### src/rtl/serial_adder.sv
// serial_adder: bit-serial adder built from a single full-adder slice.
// Operands are captured on an accepted start, then added LSB first, one bit per
// clock, with the carry held in a flip-flop between bits.
// Ports:
//   clk, rst         clock and asynchronous active-high reset
//   start            request, sampled only while idle
//   a, b, cin        operands and carry-in, captured on the accepted start edge
//   busy             high while bits are being added
//   done             one-cycle pulse when sum/cout are updated
//   sum, cout        registered result, held until the next completion or reset
module serial_adder #(
    parameter int unsigned WIDTH = 4
) (
    input  logic             clk,
    input  logic             rst,
    input  logic             start,
    input  logic [WIDTH-1:0] a,
    input  logic [WIDTH-1:0] b,
    input  logic             cin,
    output logic             busy,
    output logic             done,
    output logic [WIDTH-1:0] sum,
    output logic             cout
);

    // One extra bit so the counter never wraps during an operation.
    localparam int unsigned CNT_W = $clog2(WIDTH) + 1;

    typedef enum logic [1:0] {
        IDLE = 2'd0,
        RUN  = 2'd1,
        DONE = 2'd2
    } state_t;

    state_t           state;
    state_t           state_next;
    logic [WIDTH-1:0] a_sh;
    logic [WIDTH-1:0] b_sh;
    logic [WIDTH-1:0] res_sh;
    logic [WIDTH-1:0] res_next;
    logic             carry;
    logic             carry_next;
    logic             s_c;
    logic [CNT_W-1:0] cnt;
    logic             last_c;

    assign last_c = (cnt == CNT_W'(WIDTH - 1));

    // Full-adder slice and the result shift-in (MSB receives the new bit).
    always_comb begin
        s_c        = a_sh[0] ^ b_sh[0] ^ carry;
        carry_next = (a_sh[0] & b_sh[0]) | (a_sh[0] & carry) | (b_sh[0] & carry);
        res_next   = WIDTH'({s_c, res_sh} >> 1);
    end

    // Next-state logic.
    always_comb begin
        state_next = state;
        case (state)
            IDLE:    if (start) state_next = RUN;
            RUN:     if (last_c) state_next = DONE;
            DONE:    state_next = IDLE;
            default: state_next = IDLE;
        endcase
    end

    // State register.
    always_ff @(posedge clk or posedge rst) begin
        if (rst) begin
            state <= IDLE;
        end else begin
            state <= state_next;
        end
    end

    // Datapath and registered status outputs.
    always_ff @(posedge clk or posedge rst) begin
        if (rst) begin
            a_sh   <= '0;
            b_sh   <= '0;
            res_sh <= '0;
            carry  <= 1'b0;
            cnt    <= '0;
            sum    <= '0;
            cout   <= 1'b0;
            busy   <= 1'b0;
            done   <= 1'b0;
        end else begin
            busy <= (state_next == RUN);
            done <= (state_next == DONE);
            case (state)
                IDLE: begin
                    if (start) begin
                        a_sh  <= a;
                        b_sh  <= b;
                        carry <= cin;
                        cnt   <= '0;
                    end
                end
                RUN: begin
                    a_sh   <= a_sh >> 1;
                    b_sh   <= b_sh >> 1;
                    carry  <= carry_next;
                    res_sh <= res_next;
                    cnt    <= cnt + CNT_W'(1);
                    if (last_c) begin
                        sum  <= res_next;
                        cout <= carry_next;
                    end
                end
                default: ;
            endcase
        end
    end

endmodule

### config.mk
export PLATFORM = sky130hd
export DESIGN_NAME = serial_adder
export DESIGN_NICKNAME = d
export VERILOG_FILES = /design/src/rtl/serial_adder.sv
export SDC_FILE = /design/constraint.sdc
export NUM_CORES = 1
export LEC_CHECK = 0
export BUFFER_PORTS_ARGS = -buffer_cell sky130_fd_sc_hd__buf_2
export CAP_MARGIN = 15
export CORE_MARGIN = 8
export CORE_UTILIZATION = 27
export CTS_CLUSTER_SIZE = 14
export DETAILED_ROUTE_END_ITERATION = 8
export SYNTH_ARGS = -nofsm -noshare
export SYNTH_HDL_FRONTEND = slang
export SYNTH_SLANG_ARGS = --single-unit
### constraint.sdc
create_clock -name clk -period 1.7 [get_ports clk]
set_clock_uncertainty 0.2 [all_clocks]
set_input_delay 0.085 -clock clk [delete_from_list [all_inputs] [get_ports clk]]
set_output_delay 0.085 -clock clk [all_outputs]
set_load 0.02 [all_outputs]
# After elaboration in Yosys (flattened, before gate mapping)

Cells that the tools add are included.

Register bits after elaboration: 25
Output and inout port bits: 7
Logic and storage cells: 38

Multiplexer cells: 11
$add $sub $neg: 1
Bitwise logic cells: 7
Equality and inequality tests: 5
Reduce and logical (&&, ||, !) cells: 4

Operators by type and width:

| kind                                           | count |
|---|---|
| one-hot mux 4 bit (2 select lines)             | 2 |
| two-way mux 4 bit                              | 2 |
| one-hot mux 3 bit (2 select lines)             | 1 |
| == test 2 x 1 -> 1 bit (second input constant) | 2 |
| two-way mux 2 bit                              | 2 |
| one-hot mux 2 bit (2 select lines)             | 1 |
| AND reduction 2 bit                            | 2 |
| adder 3 x 1 -> 3 bit (second input constant)   | 1 |
| AND 1 bit                                      | 3 |
| == test 3 x 2 -> 1 bit (second input constant) | 1 |
| two-way mux 3 bit                              | 1 |
| == test 2 bit (second input constant)          | 1 |
| logical NOT 2 bit                              | 1 |
| inequality test 2 bit (second input constant)  | 1 |
| bitwise OR 1 bit                               | 2 |
| one-hot mux 1 bit (2 select lines)             | 1 |
| nonzero test 2 bit                             | 1 |
| XOR 1 bit                                      | 2 |
| two-way mux 1 bit                              | 1 |

# Logic depth before layout (Yosys ltp)

Gate-level depths: netlist of the first run.

Word-level depth: 4
Gate-level depth with buffers: 4
Mapped depth without buffers: 4

# Worst setup path after synthesis of the first run

OpenSTA, ideal clock, no wires.

Kind: reg-to-reg
Start point: register cnt[0]
End point: register cout
Library setup time: 0.125 ns
Data required time: 1.375 ns
Path slack: 0.124 ns
Arrival: 1.251 ns
Stages on the path, launching flop included: 5
Path through: dfrtp_1 ha_1 ha_1 nand3b_2 mux2_2

Longest elaborated chain between the ends: 2

Ends and longest elaborated chain:

| what                                 | RTL line | RTL |
|---|---|---|
| from (decl)                          | 44       | `logic [CNT_W-1:0] cnt;` |
| from (signal assigned)               | 105      | `cnt <= cnt + CNT_W'(1);` |
| == test 3 x 2 -> 1 bit               | 47       | `assign last_c = (cnt == CNT_W'(WIDTH - 1));` |
| AND reduction 2 bit (no source line) | n/a      |  |
| to (signal assigned)                 | 108      | `cout <= carry_next;` |
| to (decl)                            | 23       | `output logic cout` |

Every way passes these cells.
A chain may end at the register's enable or synchronous reset.

# Worst setup path after layout of the first run

Start point: register cnt[0]
End point: register sum[1]

Longest elaborated chain between the ends: 2

Ends and longest elaborated chain:

| what                                 | RTL line | RTL |
|---|---|---|
| == test 3 x 2 -> 1 bit               | 47       |  |
| AND reduction 2 bit (no source line) | n/a      |  |
| to (signal assigned)                 | 107      | `sum <= res_next;` |
| to (decl)                            | 22       | `output logic [WIDTH-1:0] sum,` |

Every way passes these cells.

==> results.py, run 1 <==
metrics = {
    "placed_design": {
        "dpl_cell_area_um2": 1210,
        "post-dp-hpwl_um": 1390,
        "routabilityCongestion": 0.675,
        "portBuffers": 18,
        "place_ws_ns": -0.0129,
    },
    "floorplanning": {
        "initial_utilization_pct": 28.3,
        "die-area_um2": 6150,
        "io_pins": 19,
        "coreArea_um2": 3720,
        "die_h_um": 78.4,
        "fp-row-count": 22,
        "die_x_um": 78.4,
    },
    "sta": {
        "slew_headroom_pct": 63.5,
        "fin_crit_ns": 1.65,
        "fin_ws_ns": 0.0540,
        "drv_slew": 0,
        "hold_viol": 0,
        "hold_ws_ns": 0.0342,
        "fmax_ghz": 0.608,
        "rsz0062_at_grt": "false",
        "setup_viol": 0,
        "tightest_slew_ns": 0.548,
        "setup_tns_ns": 0,
        "finalCritPeriodShare_pct": 96.8,
    },
    "drt": {
        "drt_pre_antenna_iters": 4,
        "drtIter0Drc": 73,
        "ant_nets": 0,
        "finalWirelength_um": 2130,
        "route.detailed.drc": 0,
        "wl_per_cell_um": 12.8,
        "num_vias": 759,
        "routed_via_density": 4.54,
    },
    "setup_path": {
        "crit_slowest_cell": "dfrtp_1",
        "worstSetupPathType": "reg -> reg",
        "path_common_cell": "ha_1",
        "r2r-start": "cnt[0]",
        "reg2reg_slack_ns": 0.05,
        "reg2reg_to": "sum[1]",
        "cpPeakStageDelay_ns": 0.41,
        "setup.worst_path.end_class": "flop",
        "required_ns": 1.66,
        "crit_arrival_ns": 1.61,
        "cp_top_family": "adder cells",
        "rr_worst_depth": 4,
        "path_cells": "ha_1 -> ha_1 -> nand3b_4 -> mux2_2",
        "cp.buffers_inverters": 0,
        "start_kind": "flop",
        "worstPathMaxFanout": 7,
    },
    "clock_network": {
        "cts.clk_slew.worst_paths_ns": 0.09,
        "insertion_delay_ns": 0.27,
        "clk_path_buf_depth": 2,
        "clock-sinks": 24,
        "cts-root-buf": "clkbuf_8",
        "cts_max_level": 1,
        "cts_made_buffers": 3,
        "cts_tree": "done",
    },
    "min_path": {
        "holdPathStages": 3,
        "hp-start": "start",
        "hold_path.class": "in -> reg",
        "min_to": "a_sh[3]",
    },
    "synthesis": {
        "synth.distinct_cells": 22,
        "yosysWarningCount": 0,
        "netlist_area_um2": 1050,
        "postSynthCellCount": 85,
        "syn_nets": 100,
        "yosysTopAreaCellShare_pct": 57.1,
        "avgSynthCellArea_um2": 12.4,
        "yosysSeqAreaShare_pct": 57.1,
        "ys_ff_latch": 24,
        "yosysTopAreaCell": "dfrtp_1",
        "synth.top_cells.by_area": "dfrtp_1 (57%), mux2_2 (9.6%), inv_1 (5.4%)",
    },
    "power_and_ir_drop": {
        "p_clk_share_pct": 19.1,
        "intPower_mw": 1.71,
        "p_comb_share_pct": 42.3,
        "peakVddDrop_v": 0.000665,
        "p_switching_mw": 0.873,
        "p_leak_nw": 0.674,
        "p_per_area_nw_per_um2": 1840,
        "pwr-share-seq_pct": 38.6,
        "switching_share_pct": 33.8,
    },
    "global_routing": {
        "gr-total-overflow": 0,
        "grt_pass1_vias": 801,
        "grt_pass1_wl_um": 3730,
        "antenna_found_initial": 0,
        "grt_max_degree": 25,
        "grt_usage_pct": 7.51,
    },
    "finish": {
        "nets": 135,
        "area_growth_pct": 33.5,
        "n_fill_cell": 365,
        "antennaDiodeCount": 0,
        "layout-drive-gt1-share_pct": 31.9,
        "stdcell_area_um2": 1410,
    },
    "flow_run": {
        "cap_violations": 0,
    },
    "run_status": {
        "status": "finished, final reports clean",
    },
}
==> how the worst max path moves through the flow <==
stage	start	to	depth (start not counted)
after floorplan	cnt[0]	cout	4
after global placement	cnt[0]	cout	4
after detailed placement	state[0]	b_sh[1]	2
after CTS	cnt[0]	sum[1]	4
after global routing	cnt[0]	sum[2]	4
final	cnt[0]	sum[1]	4
==> logic make-up (layout without fill, tap and decap cells) <==
kind of cell	after synthesis	in the layout	share of synthesized area (%)
and+or+nand+nor	16	16	9.87
muxes	9	9	9.63
buffers and inverters	19	53	8.09
DFF	24	24	57.1
AOI/OAI and AO/OA	14	14	11.1
adders and majority gates	3	3	4.28
==> power groups by stage <==
| stage | combinational, mW | clock [mW] | sequential [mW] |
|---|---|---|---|
| 2_1_floorplan | 0.705 | 0 | 1.07 |
| 3_3_place_gp | 1.03 | 0 | 0.996 |
| 3_5_place_dp | 1.06 | 0 | 1.00 |
| 4_1_cts | 1.11 | 0.501 | 1.00 |
| 5_1_grt | 1.23 | 0.520 | 1.03 |
| 6_report | 1.09 | 0.494 | 0.997 |
==> stage by stage <==
| step | utilization (%) | instances | power [mW] |
|---|---|---|---|
| floorplan | - | 85 | 1.78 |
| CTS | 37.8 | 167 | 2.61 |
| global route | 37.8 | 167 | 2.79 |
| global placement | 32.6 | 152 | 2.03 |
| finish | 37.8 | 167 | 2.58 |
| detailed placement | 32.6 | 152 | 2.06 |
==> timing repair <==
item,4_1_cts,5_1_grt
gates resized for setup,2,1
setup endpoints to repair,12,1
endpoints found under the hold margin,33,0
setup buffers,0,0
hold buffers,11,0
==> Yosys cell counts <==
library cell and instances:
dfrtp_1 24, inv_1 15, mux2_2 9, a222oi_1 4
nor2_1 4, a211oi_1 3, nor3b_1 3, nor4b_1 3
a21oi_1 2, a22o_1 2, buf_2 2, ha_1 2
nand2_1 2, nor2b_1 2, a32o_1 1, buf_4 1
buf_6 1, fa_1 1, nand3b_2 1, o21bai_1 1
o311ai_0 1, or3b_1 1
==> cells in the final DEF (no fill, tap or decap), drive strengths merged <==
cell	n
nor2b	2
a32o	1
nor3b	3
bufinv	1
a21oi	2
buf	23
a222oi	4
a22o	2
nand2	2
o21bai	1
clkbuf	3
ha	2
fa	1
mux2	9
dfrtp	24
a211oi	3
nor2	4
inv	15
nand3b	1
o311ai	1
dlygate4sd3	11
nor4b	3
or3b	1
==> registers in the layout (all words and copies together), names as in the netlist <==
| signal | flops |
|---|---|
| a_sh | 4 |
| b_sh | 4 |
| busy | 1 |
| carry | 1 |
| cnt | 3 |
| cout | 1 |
| done | 1 |
| res_sh | 3 |
| state | 2 |
| sum | 4 |
==> worst register-to-register path: stages (launching register included) <==
cell	delay, ns
dfrtp_1	0.41
ha_1	0.21
ha_1	0.24
nand3b_4	0.15
mux2_2	0.35
==> layer usage <==
layer,GRT usage (%),up-vias,wire (um)
li1,-,365,-
met1,9.83,376,1040
met2,10.9,13,946
met3,1.94,5,82
met4,4.44,0,57
met5,0,-,0
==> area by class of cell <==
class                   count  area, um2  area share (%)
well taps                  48       60.1            4.27
clock buffers               3       41.3            2.94
flip-flops and latches     24        601            42.7
repair buffers             34        238            16.9
clock inverters             1       30.0            2.14
inverters                  15       56.3            4.01
multi-input cells          42        379            27.0
Note: power is estimated with default switching activity, not from simulation.
==> run 2: changes to the inputs <==
--- a/config.mk
+++ b/config.mk
@@ -11,6 +11,7 @@
 export CORE_UTILIZATION = 27
 export CTS_CLUSTER_SIZE = 14
 export DETAILED_ROUTE_END_ITERATION = 8
+export REMOVE_ABC_BUFFERS = 1
 export SYNTH_ARGS = -nofsm -noshare
 export SYNTH_HDL_FRONTEND = slang
 export SYNTH_SLANG_ARGS = --single-unit
==> run 2 against run 1 <==
  * Sequential share of layout area up 1.5 points
  * Flip-flop and latch count unchanged
  * Sequential power about the same
  * Largest cell class unchanged
  * Setup slack better by 0.028 ns
  * Combinational power about the same
  * Hold slack worse by 0.026 ns
  * Final cell count down 1.2%
  * First-iteration DRC count down 52%
  * Total power down 5.8%
  * Maximum frequency up 1.7%
  * Global-route usage down 0.38 points
  * Non-clock buffer count down 1
==> results.py, run 2 (synthesized netlist as in run 1, its figures left out) <==
metrics = {
    "global_routing": {
        "grt_max_degree": 25,
        "grt_usage_pct": 7.14,
        "antenna_found_initial": 0,
        "grt_pass1_wl_um": 3490,
        "gr-total-overflow": 0,
        "grt_pass1_vias": 762,
    },
    "finish": {
        "top_regs": "a_sh: 4 flops, b_sh: 4 flops, sum: 4 flops",
        "layout_common_cells": "dfrtp_1 (24), buf_2 (18), inv_1 (15)",
        "layout-drive-gt1-share_pct": 32.5,
        "area_growth_pct": 28.9,
        "antennaDiodeCount": 0,
        "seq_area_um2": 601,
        "multi_input_area_um2": 375,
        "nets": 134,
        "n_fill_cell": 384,
        "layout.cells.most_common": "dfrtp_1",
    },
    "setup_path": {
        "path_common_cell": "ha_1",
        "cpPeakStageDelay_ns": 0.39,
        "cp-startpoint": "cnt[0]",
        "worstPathMaxFanout": 7,
        "reg2reg_slack_ns": 0.08,
        "crit_arrival_ns": 1.56,
        "worstSetupPathType": "reg -> reg",
        "setup.worst_path.end_class": "flop",
        "r2r-start": "cnt[0]",
        "path_cells": "ha_1 -> ha_1 -> nand3b_4 -> mux2_2",
        "start_kind": "flop",
        "crit_slowest_cell": "dfrtp_1",
        "required_ns": 1.65,
    },
    "min_path": {
        "hold_path.class": "in -> reg",
        "hp-start": "a[0]",
    },
    "drt": {
        "finalWirelength_um": 2130,
        "route.detailed.drc": 0,
        "ant_nets": 0,
        "routed_via_density": 4.57,
        "drtIter0Drc": 35,
        "num_vias": 754,
        "wl_per_cell_um": 12.9,
        "drt_pre_antenna_iters": 4,
    },
    "run_status": {
        "status": "finished, final reports clean",
    },
    "floorplanning": {
        "die_h_um": 78.4,
        "die-area_um2": 6150,
        "fp-row-count": 22,
        "die_x_um": 78.4,
        "io_pins": 19,
        "coreArea_um2": 3720,
        "initial_utilization_pct": 28.3,
    },
    "sta": {
        "hold_viol": 0,
        "slew_headroom_pct": 76.1,
        "drv_slew": 0,
        "rsz0062_at_grt": "false",
        "setup_viol": 0,
        "fmax_ghz": 0.618,
        "finalCritPeriodShare_pct": 95.2,
        "tightest_slew_ns": 0.358,
        "fin_crit_ns": 1.62,
        "setup_tns_ns": 0,
    },
    "clock_network": {
        "cts_made_buffers": 3,
        "cts_max_level": 1,
        "clock-sinks": 24,
        "cts-root-buf": "clkbuf_8",
        "postCtsSetupBuffers": 0,
        "insertion_delay_ns": 0.26,
        "cts_tree": "done",
        "cts.clk_slew.worst_paths_ns": 0.08,
        "clk_path_buf_depth": 2,
    },
    "power_and_ir_drop": {
        "p_total_mw": 2.43,
        "p_leak_nw": 0.652,
        "pwr-share-seq_pct": 41.3,
        "p_comb_share_pct": 45.5,
        "p_switching_mw": 0.864,
        "switching_share_pct": 35.5,
        "peakVddDrop_v": 0.000463,
        "intPower_mw": 1.57,
        "p_clk_share_pct": 13.2,
        "p_per_area_nw_per_um2": 1790,
    },
    "placed_design": {
        "portBuffers": 18,
        "routabilityCongestion": 0.747,
        "post-dp-hpwl_um": 1540,
    },
    "flow_run": {
        "cap_violations": 0,
    },
}
-- run 2: layer usage --
metal | vias to the layer above | GRT usage [%] | part of all wire, %
met5 | - | 0 | 0
met2 | 13 | 12.2 | 55
met1 | 376 | 7.81 | 39
met3 | 4 | 1.71 | 4.5
met4 | 0 | 4.44 | 2.0
li1 | 361 | - | -
-- run 2: worst max-delay path, delay by kind of cell, from the launching register on --
kind | cells | cell delay (ns)
adders and majority gates | 2 | 0.43
DFF | 1 | 0.39
muxes | 1 | 0.35
and+or+nand+nor | 1 | 0.14
-- run 2: power groups by stage --
| stage | Sequential (mW) | Clock, mW | Combinational (mW) |
|---|---|---|---|
| 2_1_floorplan | 1.10 | 0 | 0.616 |
| 3_3_place_gp | 1.00 | 0 | 1.07 |
| 3_5_place_dp | 1.02 | 0 | 1.10 |
| 4_1_cts | 1.01 | 0.338 | 1.12 |
| 5_1_grt | 1.04 | 0.354 | 1.23 |
| 6_report | 1.00 | 0.322 | 1.11 |
-- run 2: area by class of cell --
type	instances	area share, %
flip-flops and latches	24	44.3
well taps	48	4.43
inverters	15	4.15
clock buffers	3	3.04
repair buffers	33	16.4
multi-input cells	42	27.7
-- run 2: timing repair --
| item | CTS | global route |
|---|---|---|
| hold buffers | 8 | 0 |
| endpoints found under the hold margin | 30 | 0 |
| endpoints found under the setup margin | 0 | 5 |
| gates resized for setup | 0 | 1 |
-- run 2: worst paths after layout --
| check | depth (start not counted) | endpoint |
|---|---|---|
| max | 4 | cout |
| min | 3 | a_sh[0] |
| max reg2reg | 4 | cout |
| min reg2reg | 1 | b_sh[3] |
| max in group asynchronous | 4 | cout |
| min in group asynchronous | 4 | cnt[1] |
-- run 2: metrics by stage --
| stage | instance area (um2) | std cells | util [%] | hold WS (ns) | worst slack, ns |
|---|---|---|---|---|---|
| after floorplan | 1020 | 81 | - | -0.100 | 0.0349 |
| after global placement | 1230 | 154 | 33.0 | -0.0560 | 0.0758 |
| after detailed placement | 1230 | 154 | 33.0 | -0.0541 | 0.0329 |
| after CTS | 1350 | 165 | 36.3 | 0.00865 | 0.0232 |
| after global routing | 1360 | 165 | 36.5 | 0.0116 | 0.00273 |
| final | 1360 | 165 | 36.5 | 0.00844 | 0.0818 |
==> run 3: changes to the inputs <==
--- a/config.mk
+++ b/config.mk
@@ -7,7 +7,6 @@
 export LEC_CHECK = 0
 export BUFFER_PORTS_ARGS = -buffer_cell sky130_fd_sc_hd__buf_2
 export CAP_MARGIN = 15
-export CORE_MARGIN = 8
 export CORE_UTILIZATION = 27
 export CTS_CLUSTER_SIZE = 14
 export DETAILED_ROUTE_END_ITERATION = 8
==> run 3 against run 2 <==
  * The flow now finishes with violations (negative hold slack)
  * Flip-flop and latch count unchanged
  * Die area down 33%
  * Total power down 1.7%
  * Cell area about the same
  * Critical path depth unchanged
==> results.py, run 3 (synthesized netlist as in run 1, its figures left out) <==
metrics = {
    "drt": {
        "drtIter0Drc": 36,
        "route.detailed.drc": 0,
        "drt_pre_antenna_iters": 4,
        "ant_nets": 0,
        "finalWirelength_um": 2030,
        "wl_per_cell_um": 12.3,
        "routed_via_density": 4.66,
        "num_vias": 764,
    },
    "sta": {
        "tightest_slew_ns": 0.511,
        "hold_viol": 1,
        "hold_ws_ns": -0.00840,
        "setup_viol": 0,
        "setup_tns_ns": 0,
        "fmax_ghz": 0.607,
        "slew_headroom_pct": 65.9,
        "fin_crit_ns": 1.65,
        "rsz0062_at_grt": "false",
        "finalCritPeriodShare_pct": 96.9,
        "drv_slew": 0,
    },
    "power_and_ir_drop": {
        "p_leak_nw": 0.652,
        "p_switching_mw": 0.847,
        "p_clk_share_pct": 13.5,
        "pwr-share-seq_pct": 42.1,
        "intPower_mw": 1.54,
        "peakVddDrop_v": 0.000496,
        "switching_share_pct": 35.4,
        "p_comb_share_pct": 44.5,
        "p_per_area_nw_per_um2": 1770,
    },
    "clock_network": {
        "cts-root-buf": "clkbuf_8",
        "cts_made_buffers": 3,
        "clock-sinks": 24,
        "cts_tree": "done",
        "clk_path_buf_depth": 2,
        "insertion_delay_ns": 0.26,
        "cts_max_level": 1,
        "cts.clk_slew.worst_paths_ns": 0.08,
    },
    "finish": {
        "fin_cells": 164,
        "layout-drive-gt1-share_pct": 31.9,
        "antennaDiodeCount": 0,
        "multi_input_area_um2": 379,
        "top_regs": "a_sh: 4 flops, b_sh: 4 flops, sum: 4 flops",
        "area_growth_pct": 28.8,
        "seq_area_um2": 601,
        "layout_common_cells": "dfrtp_1 (24), buf_2 (18), inv_1 (15)",
        "nets": 133,
        "n_fill_cell": 374,
        "layout.cells.most_common": "dfrtp_1",
    },
    "global_routing": {
        "grt_pass1_vias": 826,
        "grt_max_degree": 25,
        "grt_usage_pct": 11.3,
        "antenna_found_initial": 0,
        "grt_pass1_wl_um": 3580,
        "gr-total-overflow": 0,
    },
    "floorplanning": {
        "fp-row-count": 22,
        "die_x_um": 64.4,
        "die_h_um": 64.4,
        "io_pins": 19,
        "coreArea_um2": 3690,
        "initial_utilization_pct": 28.5,
        "die-area_um2": 4150,
    },
    "setup_path": {
        "crit_slowest_cell": "dfrtp_1",
        "worstPathMaxFanout": 7,
        "cpPeakStageDelay_ns": 0.39,
        "required_ns": 1.65,
        "r2r-start": "cnt[0]",
        "path_common_cell": "ha_1",
        "rr_worst_depth": 4,
        "crit_arrival_ns": 1.59,
        "worstSetupPathType": "reg -> reg",
        "cp-endpoint": "sum[1]",
        "path_cells": "ha_1 -> ha_1 -> nand3b_4 -> mux2_2",
        "reg2reg_to": "sum[1]",
        "reg2reg_slack_ns": 0.05,
        "setup.worst_path.end_class": "flop",
        "start_kind": "flop",
        "cp-startpoint": "cnt[0]",
    },
    "min_path": {
        "hp-start": "a[1]",
        "hold_path.class": "in -> reg",
    },
    "placed_design": {
        "dpl.cell_count": 152,
        "portBuffers": 18,
        "routabilityCongestion": 0.733,
        "post-dp-hpwl_um": 1420,
    },
    "run_status": {
        "violations": "negative hold slack",
        "status": "complete, but fails checks",
    },
    "flow_run": {
        "cap_violations": 0,
    },
}
run 3: power by group through the flow:
| stage | Sequential [mW] | Combinational, mW | Clock [mW] |
|---|---|---|---|
| 6_report | 1.01 | 1.06 | 0.323 |
| 3_3_place_gp | 0.995 | 1.01 | 0 |
| 2_1_floorplan | 1.10 | 0.616 | 0 |
| 4_1_cts | 1.01 | 1.08 | 0.330 |
| 5_1_grt | 1.05 | 1.18 | 0.353 |
| 3_5_place_dp | 1.02 | 1.05 | 0 |
run 3: layout make-up:
| type | instances | share of cell area [%] |
|---|---|---|
| clock buffers | 3 | 3.05 |
| inverters | 15 | 4.16 |
| multi-input cells | 42 | 28.0 |
| flip-flops and latches | 24 | 44.3 |
| well taps | 48 | 4.43 |
| repair buffers | 32 | 16.1 |
run 3: how the worst min path moves through the flow:
| stage | end | slack, ns | cells past startpoint |
|---|---|---|---|
| floorplan | a_sh[0] | -0.10 | 1 |
| global placement | sum[0] | -0.07 | 3 |
| detailed placement | sum[0] | -0.05 | 3 |
| CTS | a_sh[0] | 0.0008 | 3 |
| global route | a_sh[1] | 0.006 | 3 |
| finish | a_sh[1] | -0.008 | 3 |
run 3: metrics by stage:
stage / util, % / total power [mW] / hold slack, ns / setup WS, ns / instance area [um2]
detailed placement: 32.8 / 2.06 / -0.0473 / 0.00596 / 1210
floorplan: - / 1.72 / -0.100 / 0.0349 / 1020
finish: 36.7 / 2.39 / -0.00840 / 0.0523 / 1360
CTS: 36.5 / 2.42 / 0.000775 / 0.0504 / 1350
global placement: 32.8 / 2.01 / -0.0659 / 0.0591 / 1210
global route: 36.7 / 2.59 / 0.00632 / 0.000647 / 1360
run 3: routing by layer:
layer | GRT usage [%] | share of wire [%]
met1 | 12.7 | 45
met2 | 20.1 | 48
met3 | 2.64 | 5.4
met4 | 5.00 | 1.7
met5 | 0 | 0
run 3: timing repair:
item                       in CTS  in global routing
gates resized for setup         2                  1
setup endpoints to repair       6                  1
hold endpoints to repair       30                  1
hold buffers                    8                  1
setup buffers                   0                  0
gates cloned                    0                  0
run 3: worst max-delay path, delay by kind of cell, from the launching register on:
family,cells,cell delay (ns)
adders and majority gates,2,0.45
DFF,1,0.39
muxes,1,0.34
and+or+nand+nor,1,0.15
